### src/rtl/dms_pfd_lock_monitor.sv
// Multi-channel PFD/charge-pump health and lock monitor: per-channel lock FSM,
// saturating slip counters and sticky d_low / cp_range / overlap error flags.
module dms_pfd_lock_monitor #(
  parameter int unsigned NCH         = 2,
  parameter int unsigned CODE_W      = 8,
  parameter int unsigned CP_MIN      = 0,
  parameter int unsigned CP_MAX      = 230,
  parameter int unsigned LOCK_CYCLES = 16,
  parameter int unsigned SLIP_MAX    = 4,
  parameter int unsigned OVL_MAX     = 2,
  parameter int unsigned SLIP_W      = 4
) (
  input  logic                     refclk,
  input  logic                     rst_n,
  input  logic                     en,
  input  logic                     clr,
  input  logic [NCH-1:0]           d,
  input  logic [NCH-1:0]           up,
  input  logic [NCH-1:0]           down,
  input  logic [NCH*CODE_W-1:0]    cp_code,
  output logic [NCH-1:0]           lock,
  output logic [NCH*3-1:0]         err,
  output logic                     err_any,
  output logic [NCH*SLIP_W-1:0]    slip_cnt
);

  localparam int unsigned QW = $clog2(LOCK_CYCLES + 1);
  localparam int unsigned AW = $clog2(SLIP_MAX + 1);
  localparam int unsigned OW = $clog2(OVL_MAX + 2);
  localparam logic [CODE_W:0]   MIN_V  = (CODE_W+1)'(CP_MIN);
  localparam logic [CODE_W:0]   MAX_V  = (CODE_W+1)'(CP_MAX);
  localparam logic [SLIP_W-1:0] S_SAT  = {SLIP_W{1'b1}};
  localparam logic [OW-1:0]     O_SAT  = OW'(OVL_MAX + 1);

  typedef enum logic [1:0] {IDLE, ACQ, LOCKED} state_t;

  for (genvar i = 0; i < NCH; i++) begin : g_ch
    state_t              st, st_n;
    logic [QW-1:0]       q, q_n;
    logic [AW-1:0]       a, a_n;
    logic [OW-1:0]       o, o_n;
    logic [2:0]          e, e_n;
    logic [SLIP_W-1:0]   s, s_n, s_base;
    logic                lk, lk_n;
    logic [CODE_W:0]     lo_diff, hi_diff;
    logic                quiet, both, bad_code;

    // Range check via borrow bits keeps the compare valid for CP_MIN = 0.
    assign lo_diff  = {1'b0, cp_code[i*CODE_W +: CODE_W]} - MIN_V;
    assign hi_diff  = MAX_V - {1'b0, cp_code[i*CODE_W +: CODE_W]};
    assign bad_code = lo_diff[CODE_W] | hi_diff[CODE_W];
    assign quiet    = ~up[i] & ~down[i];
    assign both     = up[i] & down[i];
    assign s_base   = clr ? '0 : s;

    always_comb begin
      st_n = st;
      q_n  = q;
      a_n  = a;
      o_n  = o;
      e_n  = clr ? 3'b000 : e;
      s_n  = s_base;
      if (!en) begin
        st_n = IDLE;
        q_n  = '0;
        a_n  = '0;
        o_n  = '0;
      end else begin
        case (st)
          IDLE: st_n = ACQ;
          ACQ: begin
            if (!quiet) begin
              q_n = '0;
            end else if (q == QW'(LOCK_CYCLES - 1)) begin
              q_n  = '0;
              st_n = LOCKED;
            end else begin
              q_n = q + QW'(1);
            end
          end
          LOCKED: begin
            if (quiet) begin
              a_n = '0;
            end else if (a == AW'(SLIP_MAX - 1)) begin
              a_n  = '0;
              q_n  = '0;
              st_n = ACQ;
              if (s_base != S_SAT) s_n = s_base + SLIP_W'(1);
            end else begin
              a_n = a + AW'(1);
            end
          end
          default: st_n = IDLE;
        endcase
        // Error checks only run once the channel has left IDLE.
        if (st != IDLE) begin
          if (!d[i])   e_n[0] = 1'b1;
          if (bad_code) e_n[1] = 1'b1;
          if (both) begin
            o_n = (o == O_SAT) ? o : o + OW'(1);
            if (o_n == O_SAT) e_n[2] = 1'b1;
          end else begin
            o_n = '0;
          end
        end
      end
      lk_n = (st_n == LOCKED);
    end

    always_ff @(posedge refclk) begin
      if (!rst_n) begin
        st <= IDLE;
        q  <= '0;
        a  <= '0;
        o  <= '0;
        e  <= '0;
        s  <= '0;
        lk <= 1'b0;
      end else begin
        st <= st_n;
        q  <= q_n;
        a  <= a_n;
        o  <= o_n;
        e  <= e_n;
        s  <= s_n;
        lk <= lk_n;
      end
    end

    assign lock[i]                   = lk;
    assign err[3*i +: 3]             = e;
    assign slip_cnt[i*SLIP_W +: SLIP_W] = s;
  end

  always_ff @(posedge refclk) begin
    if (!rst_n) err_any <= 1'b0;
    else        err_any <= |err;
  end

`ifndef SYNTHESIS
  always @(posedge refclk) begin
    if (rst_n === 1'b1 && en !== 1'b0) begin
      for (int i = 0; i < int'(NCH); i++) begin
        if ($isunknown({en, d[i], up[i], down[i], cp_code[i*CODE_W +: CODE_W]}))
          $error("dms_pfd_lock_monitor: X/Z on inputs of channel %0d", i);
      end
    end
  end
`endif

endmodule

### config.mk
export PLATFORM = sky130hd
export DESIGN_NAME = dms_pfd_lock_monitor
export DESIGN_NICKNAME = d
export VERILOG_FILES = /design/src/rtl/dms_pfd_lock_monitor.sv
export SDC_FILE = /design/constraint.sdc
export NUM_CORES = 1
export LEC_CHECK = 0
export ABC_AREA = 0
export BUFFER_PORTS_ARGS = -buffer_cell sky130_fd_sc_hd__buf_2
export CELL_PAD_IN_SITES_DETAIL_PLACEMENT = 1
export CELL_PAD_IN_SITES_GLOBAL_PLACEMENT = 1
export CORE_MARGIN = 5
export CORE_UTILIZATION = 43
export CTS_CLUSTER_SIZE = 20
export DETAILED_ROUTE_END_ITERATION = 8
export GPL_TIMING_DRIVEN = 0
export PLACE_DENSITY_LB_ADDON = 0.1
export SETUP_SLACK_MARGIN = 0.05
export SLEW_MARGIN = 40
export SYNTH_ARGS = -nofsm -noshare
export SYNTH_HDL_FRONTEND = slang
export SYNTH_SLANG_ARGS = --single-unit
### constraint.sdc
create_clock -name refclk -period 2.6 [get_ports refclk]
set_input_delay 0.52 -clock refclk [delete_from_list [all_inputs] [get_ports refclk]]
set_output_delay 0.52 -clock refclk [all_outputs]
set_load 0.005 [all_outputs]
==> results.md <==
- Die area: 6026 sq um
- Path depth of the worst reg2reg path: 6
- Routability Congestion: 0.7895
- Largest area contributor in the netlist: dfxtp_1
- Fmax: 536.1 MHz
- Post-synthesis async set-or-reset flop share: 0%
- Port buffer count: 42
- Final wirelength: 4766 um
- WHS Endpoint: g_ch[1].a[1]$_SDFFE_PN0P_
- Crit-path max cell delay: 0.36 ns
- Fin crit period: about 1.9 ns
- Synthesized cell area: ~2000 sq um
- P&R area growth vs syn: 18.19%
- Post-CTS Resized: 0
- Yosys top cell area share: 41.73%
- Finish-stage setup viols: 0
- Hold Path Class: reg2reg
- Sequential area share after synthesis: 41.73%
- Critical path's slowest cell: clkbuf_1
- Die W: 77.63 um
- Worst-path clk slew: ~0.080 ns
- Starting density of the core: between 40% and 50%
- Number of flops mapped to enable cells by yosys: 0
- RSZ-0062 raised after global routing: no
- Place WS: 0.4398 ns
- HP Start: g_ch[1].a[1]$_SDFFE_PN0P_
- Setup CP Type: in2reg
- DP Wirelength: 3680 um
- Hold_buf cts: 0
- R2r setup slk: 0.94 ns
- FILL cells: 543
- Hold Path Depth: 2
- Post-route clock skew: 0.005177 ns
- Count of state elements after synthesis: 41
- Drt drc: 0
- Initial drt markers: 58
- Final worst path period share: 71.75%
- GRT overflow: 0
- Antenna violations before repair: 0
- Clk buf depth: 2
- H-tree lvl count: 2
- CTS Root Buffer Type: clkbuf_8
- ANT cells: 0
- Top post-synthesis cells by area: dfxtp_1, a21oi_1, ha_1
- Reg2reg start: g_ch[1].a[0]$_SDFFE_PN0P_
- CTS buffer count: 5
- Post-Syn Area per Cell: 8.627 sq um
- Least-Margin Pin Slew: between 0.5 and 0.6 ns
- Core Box Area: 4384 sq um
- Max_slew headroom: 65.15%
- GRT Overall Usage: ~17%
- Post-synth net total: 260
- Status: finished clean
- I/O Pins: 43
- Setup crit start kind: input port
- DR vias: 1799
- Reg-to-Reg End: g_ch[1].s[2]$_SDFF_PN0_
- Peak VDD IR: 262.5 uV
- Largest net degree at the start of global routing: 13
- Most used DFF post-synth: dfxtp_1
- CP Capture Type: register
- Library cells used by synthesis: 44
- Final TNS setup: 0 ns
- Cell Chain, Critical Path: buf_2 -> clkbuf_1 -> nor2b_1 -> ha_1 -> a311o_1 -> o311a_1
- Synth cell count leaders: dfxtp_1, a21oi_1, nor2_1, nand2_1, inv_1
- Warning count from the yosys run: 0
- Most frequent cell after synthesis: dfxtp_1
- Max Cap Viol: 0
- DR WL/cell: 14.44 um
- Rows: 24
- WP data arrival: a little over 2 ns
- Clk Latency, worst-skew pair: slightly below 0.3 ns
- Fin nets: approximately 300
- Setup Buffers After CTS: 0
- Share of post-route cells with drive strength above 1: 21.94%
- Routed Antenna Nets: 0
- Vias per cell: 5.452
- Pre-antenna DRT Iters: 4
- Power density over the cells: ~480 nW/um^2
- P_leak: around 0.93 nW
- Final Hold Vio Count: 0
- First-pass GRT wire length: 8328 um
- Required time of the critical path: around 2.8 ns
- Number of global-route vias before repair: approximately 1800
- Crit Path Max Fanout: 10
- CTS sink cnt: between 40 and 50
- Final worst slack: 0.7346 ns
- Die Y: 77.63 um
- CTS tree: done
- Final max-slew violation count: 0
- Synth Instances: 228
## cells in the final DEF (no fill, tap or decap), types with 3 or more instances in the layout
cell,n
buf_2,42
dfxtp_1,41
a21oi_1,20
nor2_1,19
nand2_1,16
inv_1,14
nand3_1,11
nor2b_1,10
clkbuf_1,7
and2_1,7
o21ai_0,7
nand2b_1,6
mux2i_1,6
ha_1,6
nor3_1,5
clkbuf_8,5
a211oi_1,4
or2_2,3
a31oi_2,3
o21a_1,3
a22oi_1,3
o22ai_1,3
nor4_1,3
## layout make-up
type	count	area, sq um	area share, %
tap	52	65.06	2.799
clock inverter	2	10.01	0.4306
buffer	8	37.54	1.615
inverter	14	52.55	2.260
clock buffer	6	72.57	3.122
multi-input combinational	165	1056	45.43
sequential	41	820.8	35.31
timing repair buffer	42	210.2	9.042
## routing by layer
metal  vias up  track usage (%)  wire length (um)
met5         -                0                 0
met4         0            5.670                95
met3         9            5.324               342
met2        43            27.55              2171
met1       835            20.33              2157
li1        912                -                 -
## report_power, final
part | internal, mW | switching, mW | leakage, nW
clock | 0.186 | 0.228 | 0.0450
combinational | 0.0323 | 0.0451 | 0.557
sequential | 0.631 | 0.00374 | 0.331
total | 0.850 | 0.276 | 0.933
## worst max-delay path, delay by kind of cell
family                     cells  cell delay (ns)
AOI/OAI and AO/OA              2             0.60
and+or+nand+nor                1             0.13
adders and majority gates      1             0.27
buffers and inverters          2             0.53
## how the worst max path moves through the flow
| stage | from | to | slack, ns | depth (start not counted) |
|---|---|---|---|---|
| 2_1_floorplan | clr | g_ch[0].s[3]$_SDFF_PN0_ | 0.83 | 5 |
| 3_3_place_gp | clr | g_ch[0].s[3]$_SDFF_PN0_ | 0.45 | 6 |
| 3_5_place_dp | clr | g_ch[0].s[3]$_SDFF_PN0_ | 0.44 | 6 |
| 4_1_cts | clr | g_ch[0].s[3]$_SDFF_PN0_ | 0.75 | 6 |
| 5_1_grt | clr | g_ch[0].s[3]$_SDFF_PN0_ | 0.65 | 6 |
| 6_report | clr | g_ch[0].s[3]$_SDFF_PN0_ | 0.73 | 6 |
## per-stage QoR
stage | power, mW | hold WS (ns) | cells | instance area (sq um) | util (%)
6_report | 1.126 | 0.4617 | 330 | 2325 | 53.03
5_1_grt | 1.184 | 0.4939 | 330 | 2325 | 53.03
4_1_cts | 1.149 | 0.4674 | 330 | 2325 | 53.03
3_5_place_dp | 0.7284 | 0.4559 | 322 | 2242 | 51.14
3_3_place_gp | 0.7268 | 0.4482 | 322 | 2242 | 51.14
2_1_floorplan | 0.6879 | 0.4356 | 228 | 1967 | -
## registers in the layout, indices dropped and copies added, names as in the netlist
signal and count:
g_ch.q 10, g_ch.e 6, g_ch.st 4, g_ch.a 6
err_any 1, g_ch.lk 2, g_ch.s 8, g_ch.o 4
## logic make-up (layout without fill, tap and decap cells)
| kind of cell | Yosys count | count (layout) | share of synthesized area (%) |
|---|---|---|---|
| AO/OA/AOI/OAI | 56 | 56 | 19.28 |
| XOR/XNOR | 1 | 1 | 0.4454 |
| adder cells (fa/ha/maj) | 6 | 6 | 3.817 |
| buffers and inverters | 22 | 72 | 4.580 |
| flip-flops | 41 | 41 | 41.73 |
| multiplexers | 6 | 6 | 3.054 |
| AND/OR/NAND/NOR | 96 | 96 | 27.10 |
No activity file was read; power rests on OpenSTA's default activity.
